==> config.mk <==
export PLATFORM = sky130hd
export DESIGN_NAME = fetch_ctrl
export DESIGN_NICKNAME = d
export VERILOG_FILES = /design/src/rtl/fetch_pkg.sv /design/src/rtl/fetch_fifo.sv /design/src/rtl/fetch_ctrl.sv
export SDC_FILE = /design/constraint.sdc
export NUM_CORES = 1
export LEC_CHECK = 0
export CORE_MARGIN = 10
export CORE_UTILIZATION = 40
export CTS_BUF_LIST = sky130_fd_sc_hd__clkbuf_2 sky130_fd_sc_hd__clkbuf_4 sky130_fd_sc_hd__clkbuf_8
export DETAILED_ROUTE_END_ITERATION = 12
export PLACE_DENSITY = 0.62
export SYNTH_ARGS = -nofsm -noshare
export SYNTH_HDL_FRONTEND = slang
export SYNTH_SLANG_ARGS = --single-unit
==> constraint.sdc <==
create_clock -name clk -period 6.5 [get_ports clk]
set_clock_uncertainty 0.2 [all_clocks]
set_input_delay 0.975 -clock clk [delete_from_list [all_inputs] [get_ports clk]]
set_output_delay 0.975 -clock clk [all_outputs]
set_load 0.01 [all_outputs]
==> src/rtl/fetch_pkg.sv <==
// fetch_pkg: shared types and constants for the instruction-fetch sequencer.
//   fetch_state_t : sequencer state (RUN, HALT)
//   fetch_entry_t : one fetched {pc, instr} pair as buffered toward decode
//   DEFAULT_RESET_PC / DEFAULT_ROM_AW : default parameter values for fetch_ctrl
//   addr_legal()  : word-aligned and inside a ROM of 2^rom_aw words
package fetch_pkg;

  localparam logic [31:0] DEFAULT_RESET_PC = 32'h0000_0000;
  localparam int          DEFAULT_ROM_AW   = 8;

  typedef enum logic {
    RUN  = 1'b0,
    HALT = 1'b1
  } fetch_state_t;

  typedef struct packed {
    logic [31:0] pc;
    logic [31:0] instr;
  } fetch_entry_t;

  function automatic logic addr_legal(input logic [31:0] addr, input int rom_aw);
    return (addr[1:0] == 2'b00) && ((addr >> (rom_aw + 2)) == 32'd0);
  endfunction

endpackage

==> src/rtl/fetch_fifo.sv <==
// fetch_fifo: 2-entry synchronous FIFO of fetch_entry_t.
// Ports:
//   clk, reset : clock and synchronous active-high reset (clears entries to 0)
//   push, din  : write din at the tail
//   pop        : drop the head entry (caller guarantees count != 0)
//   flush      : empty the FIFO; wins over push and pop
//   head       : current head entry (stale contents when count == 0)
//   count      : number of valid entries, 0..2
import fetch_pkg::*;

module fetch_fifo (
  input  logic         clk,
  input  logic         reset,
  input  logic         push,
  input  logic         pop,
  input  logic         flush,
  input  fetch_entry_t din,
  output fetch_entry_t head,
  output logic [1:0]   count
);

  fetch_entry_t mem [2];
  logic         wr_ptr;
  logic         rd_ptr;

  always_ff @(posedge clk) begin
    if (reset) begin
      mem[0] <= '0;
      mem[1] <= '0;
      wr_ptr <= 1'b0;
      rd_ptr <= 1'b0;
      count  <= 2'd0;
    end else if (flush) begin
      wr_ptr <= 1'b0;
      rd_ptr <= 1'b0;
      count  <= 2'd0;
    end else begin
      if (push) begin
        mem[wr_ptr] <= din;
        wr_ptr      <= ~wr_ptr;
      end
      if (pop) begin
        rd_ptr <= ~rd_ptr;
      end
      count <= count + {1'b0, push} - {1'b0, pop};
    end
  end

  assign head = mem[rd_ptr];

endmodule

==> src/rtl/fetch_ctrl.sv <==
// fetch_ctrl: instruction-fetch sequencer between PC/branch logic and decode.
// Drives the synchronous ROM address, tracks the single in-flight read,
// buffers up to two fetched words and handles redirects and fetch faults.
// Optional feature macro: FETCH_CTRL_PERF_EN adds perf_fetched / perf_stall.
// Ports:
//   clk, reset            : clock, synchronous active-high reset
//   rom_addr  [31:0] out  : byte address to ROM (data returns next cycle)
//   rom_data  [31:0] in   : registered ROM output
//   redirect_valid, redirect_pc : single-cycle fetch restart request
//   out_valid, out_ready, out_pc, out_instr : head entry handshake to decode
//   fault                 : sticky misaligned / out-of-range fetch indication
//   perf_fetched, perf_stall (FETCH_CTRL_PERF_EN only) : pop / stall counters
//
// state | meaning
// RUN   | fetching; issues, buffers and delivers instructions
// HALT  | faulted; no issue, FIFO held empty, redirects ignored until reset
import fetch_pkg::*;

module fetch_ctrl #(
  parameter logic [31:0] RESET_PC = DEFAULT_RESET_PC,
  parameter int          ROM_AW   = DEFAULT_ROM_AW
) (
  input  logic        clk,
  input  logic        reset,
  output logic [31:0] rom_addr,
  input  logic [31:0] rom_data,
  input  logic        redirect_valid,
  input  logic [31:0] redirect_pc,
  output logic        out_valid,
  input  logic        out_ready,
  output logic [31:0] out_pc,
  output logic [31:0] out_instr,
  output logic        fault
`ifdef FETCH_CTRL_PERF_EN
  ,
  output logic [31:0] perf_fetched,
  output logic [31:0] perf_stall
`endif
);

  fetch_state_t state_q;
  logic [31:0]  pc_q;
  logic [31:0]  inflight_pc_q;
  logic         inflight_q;
  logic         fault_q;

  logic         run;
  logic         redir;
  logic         redir_ok;
  logic         pop;
  logic         push;
  logic         flush;
  logic         pc_ok;
  logic         seq_issue;
  logic         seq_fault;
  logic [2:0]   occ;
  logic [1:0]   count;
  fetch_entry_t head;
  fetch_entry_t din;

  assign run      = (state_q == RUN);
  assign redir    = run && redirect_valid;
  assign redir_ok = redir && addr_legal(redirect_pc, ROM_AW);

  assign out_valid = (count != 2'd0) && !redirect_valid && run;
  assign pop       = out_valid && out_ready;

  // Entries that will occupy the FIFO next cycle before any new issue lands.
  assign occ = {1'b0, count} + {2'b00, inflight_q} - {2'b00, pop};

  assign pc_ok     = addr_legal(pc_q, ROM_AW);
  assign seq_issue = run && !redirect_valid && (occ < 3'd2) && pc_ok;
  // An out-of-range sequential fetch only faults once everything fetched
  // ahead of it has been handed to decode, so the last legal words still
  // reach decode before HALT flushes the buffer.
  assign seq_fault = run && !redirect_valid && !pc_ok && (occ == 3'd0);

  assign push  = inflight_q && run && !redirect_valid;
  assign flush = redir || !run;

  assign rom_addr = redir_ok ? redirect_pc : pc_q;

  assign din.pc    = inflight_pc_q;
  assign din.instr = rom_data;

  fetch_fifo u_fifo (
    .clk   (clk),
    .reset (reset),
    .push  (push),
    .pop   (pop),
    .flush (flush),
    .din   (din),
    .head  (head),
    .count (count)
  );

  assign out_pc    = head.pc;
  assign out_instr = head.instr;
  assign fault     = fault_q;

  always_ff @(posedge clk) begin
    if (reset) begin
      state_q       <= RUN;
      pc_q          <= RESET_PC;
      inflight_q    <= 1'b0;
      inflight_pc_q <= 32'd0;
      fault_q       <= 1'b0;
    end else begin
      case (state_q)
        RUN: begin
          if (redirect_valid) begin
            if (redir_ok) begin
              pc_q          <= redirect_pc + 32'd4;
              inflight_q    <= 1'b1;
              inflight_pc_q <= redirect_pc;
            end else begin
              state_q    <= HALT;
              fault_q    <= 1'b1;
              inflight_q <= 1'b0;
            end
          end else if (seq_issue) begin
            pc_q          <= pc_q + 32'd4;
            inflight_q    <= 1'b1;
            inflight_pc_q <= pc_q;
          end else if (seq_fault) begin
            state_q    <= HALT;
            fault_q    <= 1'b1;
            inflight_q <= 1'b0;
          end else begin
            inflight_q <= 1'b0;
          end
        end
        HALT: begin
          inflight_q <= 1'b0;
          fault_q    <= 1'b1;
        end
        default: begin
          state_q    <= HALT;
          fault_q    <= 1'b1;
          inflight_q <= 1'b0;
        end
      endcase
    end
  end

`ifdef FETCH_CTRL_PERF_EN
  always_ff @(posedge clk) begin
    if (reset) begin
      perf_fetched <= 32'd0;
      perf_stall   <= 32'd0;
    end else begin
      if (pop) begin
        perf_fetched <= perf_fetched + 32'd1;
      end
      if (out_valid && !out_ready) begin
        perf_stall <= perf_stall + 32'd1;
      end
    end
  end
`endif

endmodule
**Yosys cells after proc, flatten, opt, wreduce, memory -nomap -nowiden**

Memory sizes are Yosys's and may differ from the RTL's. A register that Yosys moved wholly into a read port is not among the register bits.
Cells that the tools add are included.
Widths: inputs -> output; s select.

- Logic and storage cells: 83
- Memories kept: 1
- ROM bits: 0
- Output and inout bits: 98
- Register bits: 71
- Bits in latches: 0
- Bits in writable memories: 128
- Bits of input ports: 68

Memory list:

| memory | words | bits a word | rd ports | clocked after Yosys merged registers in | write ports | line | source |
|---|---|---|---|---|---|---|---|
| u_fifo.mem | 2 | 64 | 1 | 1 | 2 | fetch_fifo.sv:22 | `fetch_entry_t mem [2];` |

- Mux-type cells: 32
- Bitwise logic cells: 3
- Div/mod/pow operators: 0
- Shift operators: 0
- Reduce and logical (&&, ||, !) cells: 28
- $add $sub $neg: 6
- Multiply operators: 0
- Magnitude comparators: 1
- Equality and inequality tests: 4

Operators by type and width:

| kind | count |
|---|---|
| $mux 32 | 7 |
| $add 32x3->32 const B | 2 |
| $logic_not 32->1 | 2 |
| $mux 64 | 1 |
| $reduce_or 64->1 | 1 |
| $mux 1 | 22 |
| $logic_and 1x1->1 | 14 |
| $ne 3x3->1 const B | 2 |
| $reduce_and 3->1 | 2 |
| $logic_not 2->1 | 2 |
| $pmux 1 s2 | 2 |
| $reduce_bool 2->1 | 2 |
| $add 2x1->3 | 1 |
| $logic_not 3->1 | 1 |
| $lt 3x2->1 const B | 1 |
| $ne 3x2->1 const B | 1 |
| $not 1->1 | 3 |
| $sub 3x1->3 | 1 |
| $add 2x1->2 | 1 |
| $logic_not 1->1 | 2 |
| $ne 2x1->1 const B | 1 |
| $reduce_or 2->1 | 1 |
| $sub 2x1->2 | 1 |
| $logic_or 1x1->1 | 1 |

**Logic depth before layout (Yosys ltp)**

Gate-level depths: netlist (run 1).

- Word-level depth: 11
- Gate-level depth with buffers: 15
- Depth with buffers taken out: 13

**By module**

From an unflattened synthesis (run 1), not the netlist that was laid out.

- Cells, all modules: 687
- Area total of the unflattened synthesis: 8884.8 µm²

Modules (own cells, without submodules):

| module | times used | cells each | area each (µm²) | sequential area each (µm²) |
|---|---|---|---|---|
| fetch_fifo | 1 | 378 | 5881.9 | 3943.8 |
| fetch_ctrl | 1 | 309 | 3002.9 | 1341.3 |

**Worst setup path after synthesis (run 1)**

No wires, ideal clock.

- Path kind: input-to-reg
- Start point: input port redirect_valid
- End point: register pc_q[10]
- Cell stages on the path: 15
- Buffers on the path: 2
- Setup time: 0.071 ns
- Data required time: 6.229 ns
- Arrival time: 3.734 ns
- Setup slack: 2.495 ns
- Path through: buf_6 nor2_2 a21boi_0 and2_1 ha_1 inv_1 ha_1 inv_1 fa_1 xnor2_1 nand3_1 or3_4 buf_6 a21oi_4 o2bb2ai_1

- Longest elaborated chain between the ends: 10
- Elaborated cells between the ends (all ways): 15
- Those cells by class: 1 x add/sub; 1 x order compare; 1 x eq/ne; 1 x mux; 11 x reduce/logical

Ends and longest elaborated chain:

| item | line | source |
|---|---|---|
| start: declaration | fetch_ctrl.sv:27 | `input logic redirect_valid,` |
| $logic_not 1->1 | fetch_ctrl.sv:65 | `assign out_valid = (count != 2'd0) && !redirect_valid && run;` |
| $logic_and 1x1->1 (2 in series) | fetch_ctrl.sv:65 |  |
| via out_valid | fetch_ctrl.sv:29 | `output logic out_valid,` |
| $logic_and 1x1->1 | fetch_ctrl.sv:66 | `assign pop = out_valid && out_ready;` |
| via pop | fetch_ctrl.sv:50 | `logic pop;` |
| $sub 3x1->3 | fetch_ctrl.sv:69 | `assign occ = {1'b0, count} + {2'b00, inflight_q} - {2'b00, pop};` |
| $lt 3x2->1 | fetch_ctrl.sv:72 | `assign seq_issue = run && !redirect_valid && (occ < 3'd2) && pc_ok;` |
| $logic_and 1x1->1 (2 in series) | fetch_ctrl.sv:72 |  |
| $reduce_bool 2->1 (no line) | -- |  |
| $reduce_and 3->1 (no line) | -- |  |
| end signal: assignment | fetch_ctrl.sv:113 | `pc_q <= redirect_pc + 32'd4;` |
| end signal: assignment | fetch_ctrl.sv:122 | `pc_q <= pc_q + 32'd4;` |
| end: declaration | fetch_ctrl.sv:42 | `logic [31:0] pc_q;` |

The timed path passes the listed nets, and every way through them passes these cells.
A chain may end at the register's enable or synchronous reset.

**Final worst setup path (run 1)**

- Start point: input port redirect_valid
- End point: output port rom_addr[24]

- Longest elaborated chain between the ends: 3

Ends and longest elaborated chain:

| item | line | source |
|---|---|---|
| $logic_and 1x1->1 | fetch_ctrl.sv:62 | `assign redir = run && redirect_valid;` |
| $logic_and 1x1->1 | fetch_ctrl.sv:63 | `assign redir_ok = redir && addr_legal(redirect_pc, ROM_AW);` |
| $mux 32 | fetch_ctrl.sv:81 | `assign rom_addr = redir_ok ? redirect_pc : pc_q;` |
| end: declaration | fetch_ctrl.sv:25 | `output logic [31:0] rom_addr,` |

Every way passes these cells.

==> flow_metrics.py, run 1 <==
metrics = {
    "placed_design": {
        "port_buffers": 165,
        "dp_cells": 1067,
        "dpl.hpwl_um": 12310,
        "gp_congestion": 0.8073,
    },
    "critical_path": {
        "worst-path-buf-inv": 2,
        "r2r_start": "state_q",
        "crit_top_cell": "clkdlybuf4s50_1",
        "reg2reg_depth": 15,
        "cp_slowest_stage_delay_ps": 960,
        "path_depth": 6,
        "crit_start": "redirect_valid",
        "r2r_slack_ps": 2840,
        "end_kind": "primary output",
        "endpoint": "rom_addr[24]",
        "crit_type": "input port to primary output",
        "cp_slowest_cell": "or2_1",
        "critPathLaunchType": "input port",
        "cp_data_arrival_time_ps": 4040,
        "cp.required_ps": 5320,
        "critPathTopFamily": "simple AND/OR/NAND/NOR gates",
        "cp_max_fo": 44,
        "crit_chain": "clkdlybuf4s50_1 -> nor4b_2 -> nand4_1 -> or2_1 -> and2_1 -> clkdlybuf4s50_1",
        "reg2reg_to": "inflight_pc_q[29]",
    },
    "cts": {
        "clock_sinks": 200,
        "clk_pin_slew_ps": 90,
        "clock-root-buffer": "clkbuf_8",
        "cts.htree.levels": 4,
        "cts-resized-gates": 0,
        "cts_tree": "built",
        "postCtsSetupRepairBufs": 0,
        "hold_buffers": 0,
        "clk_latency_ps": 460,
        "cts_buffers": 17,
        "clock_path_buffers": 2,
    },
    "yosys": {
        "synth-seq-cells": 200,
        "synth_top_area_share_pct": 45.48,
        "ys_seq_area_share_pct": 62.53,
        "avgSynthCellArea_um2": 12.83,
        "synth_edf_count": 128,
        "yosysUniqueCellTypes": 48,
        "synth_area_um2": 8452,
        "synth_top_cell_by_area": "edfxtp_1",
        "synthFlopType": "edfxtp_1",
        "syn_inst": 659,
        "synthArstFlopShare_pct": 0,
        "synth_fp_nets": 733,
        "ys_warn_count": 0,
        "post_synth_main_area_contributors": "edfxtp_1, dfxtp_1, and2_1, mux2_2, clkbuf_1",
    },
    "floorplanning": {
        "die-area_um2": 27340,
        "design.core.area_um2": 20890,
        "rows": 53,
        "chipWidth_um": 165.4,
        "die_y_um": 165.4,
        "io_pins": 166,
        "start_util_pct": 40.46,
    },
    "route": {
        "wirelength_um": 19170,
        "ant_nets": 0,
        "first_pass_iters": 4,
        "via_count": 5355,
        "viasPerCell": 4.873,
        "drtIter0Drc": 347,
        "wl_per_cell_um": 17.45,
        "drc": 0,
    },
    "power_and_ir_drop": {
        "ir_worst_vdd_uv": 126.0,
        "p_leak_nw": 3.991,
        "finalPower_mw": 2.372,
        "p_per_area_nw_per_um2": 221.2,
    },
    "global_routing": {
        "grt_max_degree": 66,
        "antenna_found_initial": 0,
        "track_usage_pct": 14.11,
        "overflow": 0,
        "grt_pass1_wl_um": 30320,
        "grt_pass1_vias": 5810,
    },
    "finish": {
        "final_nets": 885,
        "area_growth_pct": 26.87,
        "final_cell_mix": "and2_1, clkdlybuf4s50_1, edfxtp_1, dfxtp_1, mux2_2",
        "antenna_cells": 0,
        "drive_gt1_share_pct": 14.93,
        "instances_no_fill": 1099,
        "final_common_cell": "and2_1",
    },
    "timing": {
        "rsz0062_at_grt": "no",
        "hold_violations": 0,
        "maxSlewHeadroom_pct": 16.44,
        "slew_viol_final": 0,
        "period_minus_slack_ps": 5211,
        "final.period_utilization_pct": 80.17,
        "fmax_ghz": 0.1919,
        "setup_viol_count_final": 0,
        "worst-slew-pin-transition_ps": 1253,
        "tns_ps": 0,
    },
    "status": {
        "status": "completed",
    },
    "flow_run": {
        "cap_violations": 0,
    },
    "min_path": {
        "worstHoldPathType": "register to register",
    },
}
==> sequential cells by signal (all words and copies together) (netlist names), named ones only <==
| signal | count |
|---|---|
| u_fifo.mem | 128 |
| u_fifo.count | 2 |
| pc_q | 32 |
| u_fifo.rd_ptr | 1 |
| inflight_pc_q | 32 |
| inflight_q | 1 |
| u_fifo.wr_ptr | 1 |
| state_q | 1 |
| fault | 1 |
==> report_power, final <==
group / switching (mW) / internal (mW)
Clock: 0.444 / 0.315
Combinational: 0.0967 / 0.111
Sequential: 0.0160 / 1.39
==> through the flow <==
stage / instance area [µm²] / setup slack [ps] / hold slack (ps) / utilization (%)
after floorplan: 8452 / 2495 / 235.5 / -
after global placement: 10350 / 1373 / 247.9 / 49.53
after detailed placement: 10350 / 1260 / 251.3 / 49.53
after CTS: 10720 / 1309 / 278.8 / 51.33
after global routing: 10720 / 945.0 / 294.0 / 51.33
final: 10720 / 1289 / 274.3 / 51.33
==> synthesized netlist by cell type, types with 2 or more instances <==
| master | instances |
|---|---|
| a211oi_1 | 4 |
| a21oi_1 | 9 |
| and2_1 | 202 |
| and3_1 | 2 |
| buf_2 | 2 |
| buf_4 | 2 |
| buf_6 | 2 |
| clkbuf_1 | 33 |
| dfxtp_1 | 72 |
| edfxtp_1 | 128 |
| ha_1 | 5 |
| inv_1 | 6 |
| mux2_2 | 68 |
| mux2i_1 | 5 |
| nand2_1 | 27 |
| nand2b_1 | 3 |
| nand3_1 | 10 |
| nand4_1 | 3 |
| nor2_1 | 7 |
| nor2_2 | 2 |
| nor3_1 | 16 |
| nor3b_1 | 2 |
| nor4_1 | 8 |
| nor4_2 | 3 |
| o21ai_1 | 5 |
| o2bb2ai_1 | 2 |
| xnor2_1 | 8 |
| xor2_1 | 3 |
==> layout make-up <==
type	instances	area, µm²
Fill cell	1842	10170
Inverter	6	22.52
Timing Repair Buffer	172	1704
Clock buffer	18	239.0
Sequential cell	200	5286
Clock inverter	14	137.6
Multi-Input combinational cell	414	2989
Tap cell	275	344.1
==> layer usage <==
layer	vias up	wire length, µm	GRT usage [%]
met5	-	0	0
met4	0	163	3.831
met3	16	1554	5.007
met2	166	8698	23.04
met1	2594	8757	17.38
li1	2579	-	-
==> kinds of logic after synthesis <==
logic type	after synthesis	share of synthesized area (%)
buffers and inverters	45	2.295
AND/OR/NAND/NOR	295	21.02
adder cells (fa/ha/maj)	6	0.9771
multiplexers	73	9.652
AO/OA/AOI/OAI	29	2.384
flip-flops	200	62.53
XOR/XNOR	11	1.140
==> how the worst min path moves through the flow <==
| stage | slack, ps | cells past startpoint | from | end |
|---|---|---|---|---|
| after floorplan | 240 | 1 | inflight_pc_q[0] | inflight_pc_q[0] |
| after global placement | 250 | 1 | inflight_pc_q[15] | inflight_pc_q[15] |
| after detailed placement | 250 | 1 | inflight_pc_q[16] | inflight_pc_q[16] |
| after CTS | 280 | 1 | inflight_pc_q[16] | inflight_pc_q[16] |
| after global routing | 290 | 1 | inflight_pc_q[28] | inflight_pc_q[28] |
| final | 270 | 1 | inflight_pc_q[16] | inflight_pc_q[16] |
Power figures use the tool's default switching activity.
==> run 2: changes to the inputs <==
--- a/config.mk
+++ b/config.mk
@@ -9,7 +9,7 @@
 export CORE_UTILIZATION = 40
 export CTS_BUF_LIST = sky130_fd_sc_hd__clkbuf_2 sky130_fd_sc_hd__clkbuf_4 sky130_fd_sc_hd__clkbuf_8
 export DETAILED_ROUTE_END_ITERATION = 12
-export PLACE_DENSITY = 0.62
+export PLACE_DENSITY = 0.65
 export SYNTH_ARGS = -nofsm -noshare
 export SYNTH_HDL_FRONTEND = slang
 export SYNTH_SLANG_ARGS = --single-unit
==> constraint.sdc (replaced) <==
create_clock -name clk -period 4.2 [get_ports clk]
set_clock_uncertainty 0.2 [all_clocks]
set_input_delay 0.63 -clock clk [delete_from_list [all_inputs] [get_ports clk]]
set_output_delay 0.63 -clock clk [all_outputs]
set_load 0.01 [all_outputs]
==> run 2 against run 1 <==
Against the previous run: core utilization up 0.71 points; hold slack barely moved; first-iteration DRC count down 8.9%; die area stayed put; critical endpoint is now pc_q[16]; largest power group unchanged; sequential share of layout area down 0.68 points; count of clock-buffer cells in the layout rose by 1; via count decreased by 0.50%; register-to-register slack got worse by 2200 ps; combinational power is 57% higher; clock power up 70%; setup slack worse by 940 ps.
==> flow_metrics.py, run 2 (synthesis results as in run 1) <==
metrics = {
    "cts": {
        "clock_path_buffers": 2,
        "postCtsSetupRepairBufs": 0,
        "clk_latency_ps": 460,
        "cts_tree": "built",
        "hold_buffers": 0,
        "clock-root-buffer": "clkbuf_8",
        "clk_pin_slew_ps": 90,
        "cts_buffers": 17,
        "cts.htree.levels": 4,
        "clock_sinks": 200,
        "cts-resized-gates": 0,
    },
    "route": {
        "m1WireLength_um": 8506,
        "wl_met3_um": 1668,
        "wirelength_um": 19040,
        "via_count": 5328,
        "viasPerCell": 4.804,
        "top_layer_used": "met4",
        "ant_nets": 0,
        "first_pass_iters": 4,
        "wl_per_cell_um": 17.17,
        "drc": 0,
        "wl_met2_um": 8695,
        "drtIter0Drc": 316,
    },
    "finish": {
        "filler_cell_count": 1796,
        "reg_top3": "u_fifo.mem: 128 flops, inflight_pc_q: 32 flops, pc_q: 32 flops",
        "drive_gt1_share_pct": 15.95,
        "regMostFlops": "u_fifo.mem",
        "largest_register_ffs": 128,
        "area_growth_pct": 28.63,
        "final_common_cell": "and2_1",
        "antenna_cells": 0,
        "final_cell_area_um2": 10870,
        "final_nets": 895,
        "final_cell_mix": "and2_1, clkdlybuf4s50_1, edfxtp_1, dfxtp_1, mux2_2",
        "multi_input_area_um2": 2992,
        "regArea_um2": 5286,
        "instances_no_fill": 1109,
        "utilization_pct": 52.05,
    },
    "min_path": {
        "whs_path_depth": 1,
        "hold_start": "inflight_pc_q[19]",
        "worstHoldPathType": "register to register",
        "hold_end": "inflight_pc_q[19]",
    },
    "timing": {
        "hold_violations": 0,
        "setup_viol_count_final": 0,
        "setup_ws_ps": 351.5,
        "maxSlewHeadroom_pct": 29.53,
        "final.period_utilization_pct": 91.63,
        "fmax_ghz": 0.2598,
        "period_minus_slack_ps": 3849,
        "slew_viol_final": 0,
        "rsz0062_at_grt": "no",
        "worst-slew-pin-transition_ps": 1051,
    },
    "status": {
        "status": "completed",
    },
    "floorplanning": {
        "rows": 53,
        "die_y_um": 165.4,
        "chipWidth_um": 165.4,
        "die-area_um2": 27340,
        "io_pins": 166,
        "start_util_pct": 40.46,
        "design.core.area_um2": 20890,
    },
    "power_and_ir_drop": {
        "ir_worst_vdd_uv": 217.4,
        "finalPower_mw": 3.787,
        "p_per_area_nw_per_um2": 348.3,
        "p_leak_nw": 4.069,
    },
    "placed_design": {
        "place_area_um2": 10450,
        "dpl.hpwl_um": 12920,
        "place_ws_ps": -191.2,
        "dp_cells": 1077,
        "gp_congestion": 0.7995,
        "port_buffers": 165,
    },
    "critical_path": {
        "cp.required_ps": 4400,
        "cp_data_arrival_time_ps": 4050,
        "critPathLaunchType": "input port",
        "cp_max_fo": 23,
        "r2r_slack_ps": 630,
        "reg2reg_to": "pc_q[16]",
        "end_kind": "register",
        "r2r_start": "state_q",
        "reg2reg_depth": 14,
        "crit_type": "input port to register",
    },
    "global_routing": {
        "grt_max_degree": 65,
        "overflow": 0,
        "antenna_found_initial": 0,
        "grt_pass1_vias": 5750,
        "grt_pass1_wl_um": 30410,
        "track_usage_pct": 14.16,
    },
    "flow_run": {
        "cap_violations": 0,
    },
}
==> run 2: changes by cell type in the layout (fill, tap and decap cells not counted), sizes merged <==
cell / delta
clkbuf: +1
clkinv: -1
bufinv: +2
buf: +10
inv: -2
==> run 2: report_power, final <==
| group | internal (mW) | switching [mW] |
|---|---|---|
| logic | 0.177 | 0.147 |
| clock network | 0.621 | 0.666 |
| registers | 2.15 | 0.0251 |
==> run 2: worst max path at each step <==
| stage | from | end | slack (ps) |
|---|---|---|---|
| global placement | redirect_valid | pc_q[16] | -70 |
| finish | redirect_valid | pc_q[16] | 350 |
| floorplan | redirect_valid | pc_q[10] | 540 |
| CTS | redirect_valid | pc_q[16] | 320 |
| global route | redirect_valid | inflight_pc_q[26] | 60 |
| detailed placement | redirect_valid | pc_q[16] | -190 |
==> run 2: stage by stage <==
step	hold WS (ps)	TNS [ps]
3_3_place_gp	248.1	-1523
2_1_floorplan	235.5	0
5_1_grt	293.5	0
6_report	274.3	0
4_1_cts	280.9	0
3_5_place_dp	259.2	-4769
==> run 2: final cells by class <==
cell class,instances,area share [%]
flip-flops and latches,200,48.62
multi-input cells,414,27.52
repair buffers,182,16.60
well taps,275,3.165
clock buffers,19,2.348
clock inverters,13,1.542
inverters,6,0.2072
==> run 2: worst max-delay path, cell delays in order <==
cell and delay [ps]:
clkdlybuf4s50_1 460, nor2_2 150, a21boi_0 250, and2_1 200, ha_1 240, inv_1 70
ha_1 140, inv_1 50, fa_1 370, xnor2_1 130, nand3_1 120, nor3_2 70
nor3_2 800, buf_12 230, and2_1 130
==> run 2: per-layer routing <==
metal  GRT usage (%)  up-vias
met5               0        -
met4           3.512        0
met3           5.751       17
met2           22.74      171
met1           17.44     2542
li1                -     2598
==> run 3: changes to the inputs <==
--- a/config.mk
+++ b/config.mk
@@ -13,3 +13,4 @@
 export SYNTH_ARGS = -nofsm -noshare
 export SYNTH_HDL_FRONTEND = slang
 export SYNTH_SLANG_ARGS = --single-unit
+export TNS_END_PERCENT = 50
==> constraint.sdc (replaced) <==
create_clock -name clk -period 4.2 [get_ports clk]
set_clock_uncertainty 0.2 [all_clocks]
set_input_delay 0.63 -clock clk [delete_from_list [all_inputs] [get_ports clk]]
set_output_delay 0.63 -clock clk [all_outputs]
set_load 0.05 [all_outputs]
==> run 3 against run 2 <==
Against the previous run: clock power shrank 9%; first-iteration DRC count shrank 19%; non-clock buffer count shrank 5; core utilization grew 0.78 points; critical path depth shrank 6; sequential share of layout area shrank 0.72 points; highest routed layer unchanged.
==> flow_metrics.py, run 3 (synthesis results as in run 1) <==
metrics = {
    "status": {
        "status": "completed",
    },
    "min_path": {
        "worstHoldPathType": "register to register",
        "hold_start": "inflight_pc_q[24]",
        "hold_end": "inflight_pc_q[24]",
        "whs_path_depth": 1,
    },
    "critical_path": {
        "reg2reg_to": "inflight_pc_q[8]",
        "r2r_slack_ps": 910,
        "r2r_start": "state_q",
        "end_kind": "primary output",
        "crit_type": "input port to primary output",
        "cp_max_fo": 25,
        "cp.required_ps": 3370,
        "reg2reg_depth": 13,
        "cp_data_arrival_time_ps": 2910,
        "critPathLaunchType": "input port",
    },
    "finish": {
        "reg_top3": "u_fifo.mem: 128 flops, inflight_pc_q: 32 flops, pc_q: 32 flops",
        "antenna_cells": 0,
        "largest_register_ffs": 128,
        "utilization_pct": 52.82,
        "drive_gt1_share_pct": 19.42,
        "final_nets": 890,
        "final_cell_area_um2": 11030,
        "final_common_cell": "and2_1",
        "filler_cell_count": 1823,
        "regMostFlops": "u_fifo.mem",
        "final_cell_mix": "and2_1, clkdlybuf4s50_1, edfxtp_1, dfxtp_1, mux2_2",
        "instances_no_fill": 1104,
        "area_growth_pct": 30.55,
    },
    "cts": {
        "cts.htree.levels": 4,
        "postCtsSetupRepairBufs": 0,
        "clock_sinks": 200,
        "clk_latency_ps": 460,
        "clock_path_buffers": 2,
        "cts_tree": "built",
        "hold_buffers": 0,
        "cts-resized-gates": 0,
        "cts_buffers": 17,
        "clk_pin_slew_ps": 100,
        "clock-root-buffer": "clkbuf_8",
    },
    "floorplanning": {
        "die-area_um2": 27340,
        "rows": 53,
        "chipWidth_um": 165.4,
        "design.core.area_um2": 20890,
        "start_util_pct": 40.46,
        "io_pins": 166,
        "die_y_um": 165.4,
    },
    "route": {
        "ant_nets": 0,
        "wirelength_um": 18930,
        "viasPerCell": 4.844,
        "wl_per_cell_um": 17.15,
        "drtIter0Drc": 257,
        "first_pass_iters": 5,
        "via_count": 5348,
        "drc": 0,
    },
    "global_routing": {
        "grt_pass1_vias": 5757,
        "track_usage_pct": 14.11,
        "antenna_found_initial": 0,
        "overflow": 0,
        "grt_max_degree": 65,
        "grt_pass1_wl_um": 30300,
    },
    "timing": {
        "tns_ps": 0,
        "maxSlewHeadroom_pct": 34.34,
        "fmax_ghz": 0.2673,
        "hold_violations": 0,
        "setup_viol_count_final": 0,
        "rsz0062_at_grt": "no",
        "final.period_utilization_pct": 89.06,
        "worst-slew-pin-transition_ps": 985.0,
        "period_minus_slack_ps": 3741,
        "slew_viol_final": 0,
    },
    "power_and_ir_drop": {
        "p_per_area_nw_per_um2": 343.7,
        "p_leak_nw": 4.163,
        "ir_worst_vdd_uv": 165.9,
    },
    "placed_design": {
        "place_area_um2": 10650,
        "dpl.hpwl_um": 12850,
        "port_buffers": 165,
        "dp_cells": 1072,
        "gp_congestion": 0.8267,
    },
    "flow_run": {
        "cap_violations": 0,
    },
}
[run 3: changes by cell type in the layout (fill, tap and decap cells not counted), moves of 2 or more]
cell             delta
clkinv_4            +2
inv_4               +2
buf_4               +2
clkdlybuf4s50_1    -33
clkinv_2            -2
bufinv_16           -2
buf_12             +26
[run 3: through the flow]
| stage | setup WS [ps] | power, mW | hold slack, ps |
|---|---|---|---|
| 6_report | 459.4 | 3.792 | 275.8 |
| 5_1_grt | 237.2 | 3.951 | 297.1 |
| 4_1_cts | 442.1 | 3.845 | 278.4 |
| 3_5_place_dp | 155.3 | 2.671 | 251.7 |
| 3_3_place_gp | 286.4 | 2.663 | 248.2 |
| 2_1_floorplan | 22.41 | 2.467 | 235.5 |
[run 3: area by class of cell]
cell class,count,area (µm²),area share [%]
Sequential cell,200,5286,47.91
Tap cell,275,344.1,3.118
Clock buffer,18,241.5,2.188
Clock inverter,14,141.4,1.281
Timing Repair Buffer,177,2009,18.21
Multi-Input combinational cell,414,2989,27.09
Inverter,6,22.52,0.2041
[run 3: power by group]
group	internal, mW	switching, mW	total (mW)
Combinational	0.186	0.259	0.445
Sequential	2.15	0.0259	2.18
Clock	0.492	0.678	1.17
[run 3: worst max-delay path, stage by stage]
cell and delay (ps):
clkdlybuf4s50_1 500, buf_4 250, nor4b_2 230, nand4_1 150, or2_1 470, buf_4 320, nand2_1 90, nand2_1 100
buf_12 160
[run 3: worst max-delay path by stage]
stage                     slack, ps  cells after the start               end      startpoint
after global routing            240                      9       rom_addr[8]  redirect_valid
after CTS                       440                      9       rom_addr[9]  redirect_valid
after floorplan                  20                     15          pc_q[10]  redirect_valid
final                           460                      9       rom_addr[9]  redirect_valid
after detailed placement        160                     14  inflight_pc_q[8]  redirect_valid
after global placement          290                     14  inflight_pc_q[2]  redirect_valid
[run 3: per-layer routing]
| metal | routed length, µm | vias up | global-route usage (%) |
|---|---|---|---|
| met2 | 8637 | 189 | 22.69 |
| met3 | 1957 | 18 | 6.396 |
| li1 | - | 2595 | - |
| met5 | 0 | - | 0 |
| met4 | 193 | 0 | 3.591 |
| met1 | 8142 | 2546 | 16.90 |
==> RTL edit: new RTL, settings of run 3 <==
Put one more register stage on the output `fault`, with the module's reset. The value now appears one clock later. The other outputs are not delayed to match.
--- a/src/rtl/fetch_ctrl.sv
+++ b/src/rtl/fetch_ctrl.sv
@@ -96,7 +96,13 @@
 
   assign out_pc    = head.pc;
   assign out_instr = head.instr;
-  assign fault     = fault_q;
+  always_ff @(posedge clk) begin
+    if (reset) begin
+      fault <= '0;
+    end else begin
+      fault <= fault_q;
+    end
+  end
 
   always_ff @(posedge clk) begin
     if (reset) begin
Function: changed (a bounded check fails within 4 cycles, from zero or initial values and one cycle with reset high).
==> RTL edit against run 3 <==
Final area rose by 1.6%; sequential cell count grew 1; worst setup slack worse by 0.24 ns; routed wire length increased by 4.0%; synthesized area rose by 0.12%; total power grew 16%; critical path type unchanged.
==> RTL edit: results (changes against run 3) <==
[placed_design]
dp_hpwl_mm = 12.9  ; +0.69%
placed_cells = 1080  ; +0.75%

[logic_synthesis]
syn_nets = 738  ; +0.68%
synth.area.mux_share_pct = 9.61  ; -0.041 points
synth_cell_type_count = 45  ; -6.3%
seq_area_frac_synth_pct = 62.7  ; +0.16 points
yosys-top-cells-area = edfxtp_1, dfxtp_1, and2_1
synth_common_cells = and2_1, edfxtp_1, dfxtp_1, mux2_2, nand2_1
yosys.area_share.adder_pct = 0.976  ; -0.0012 points

[detailed_routing]
wl_met3_mm = 1.84  ; -6.0%
vias = 5509  ; +3.0%
wl_met2_mm = 8.85  ; +2.5%
drt_iter0_drc = 272  ; +5.8%

[sta]
max-slew-margin-rel_pct = 40.0  ; +5.6 points
whs_ns = 0.264  ; -0.0118 ns
fmax_mhz = 251  ; -6.1%

[pwr]
combPwrFrac_pct = 10.3  ; -1.4 points
pg_clk_w = 0.00176  ; +50%
netSwitchingFraction_pct = 23.6  ; -1.8 points

[layout]
nNetsFinal = 916  ; +2.9%

[outcome]
outcome = finished clean

[grt]
grt_pass1_vias = 6005  ; +4.3%
grt_use_met3_pct = 5.11  ; -1.3 points
grt_util_met2_pct = 22.8  ; +0.15 points
grtUsageTotal_pct = 14.2  ; +0.076 points

[clocking]
clock_path_buffers = 3  ; +1
cts.reportedPaths.clkPinSlew_ns = 0.05  ; -0.05 ns
cts-buffers-inserted = 35  ; +18
clk_latency_ns = 0.50  ; +0.04 ns

[worst_setup_path]
critical-path-max-stage-delay_ns = 0.60  ; +0.10 ns
cp-endpoint = rom_addr[10]
cp_top_family = simple AND/OR/NAND/NOR gates
cp.arrival_ns = 3.15  ; +0.24 ns

## RTL edit: cell count changes in the layout (fill, tap and decap cells not counted), sizes merged, moves of 3 or more
| cell | change |
|---|---|
| nand2b | -3 |
| and3 | +6 |
| nor3 | -6 |
| clkbuf | +39 |
| nand2 | +5 |
| o21ai | +3 |
| inv | -3 |
| and2 | -6 |
| a21oi | -3 |
## RTL edit: worst reg2reg max path: stages, from the launching register on
cell	delay, ns
dfxtp_1	0.35
nor2_2	0.11
a21boi_1	0.21
and2_1	0.19
ha_1	0.24
inv_1	0.09
ha_1	0.15
inv_1	0.05
fa_1	0.37
xnor2_1	0.15
nand3_1	0.15
or3_1	0.55
a21o_1	0.25
o211a_1	0.13
## RTL edit: layout make-up
cell class                 instances  area [sq um]
clock buffer                      57           666
clock inverter                     5          35.0
fill                            1757          9680
inverter                           8          30.0
multi-input combinational        416          2980
sequential                       201          5310
tap                              275           344
timing repair buffer             180          1850
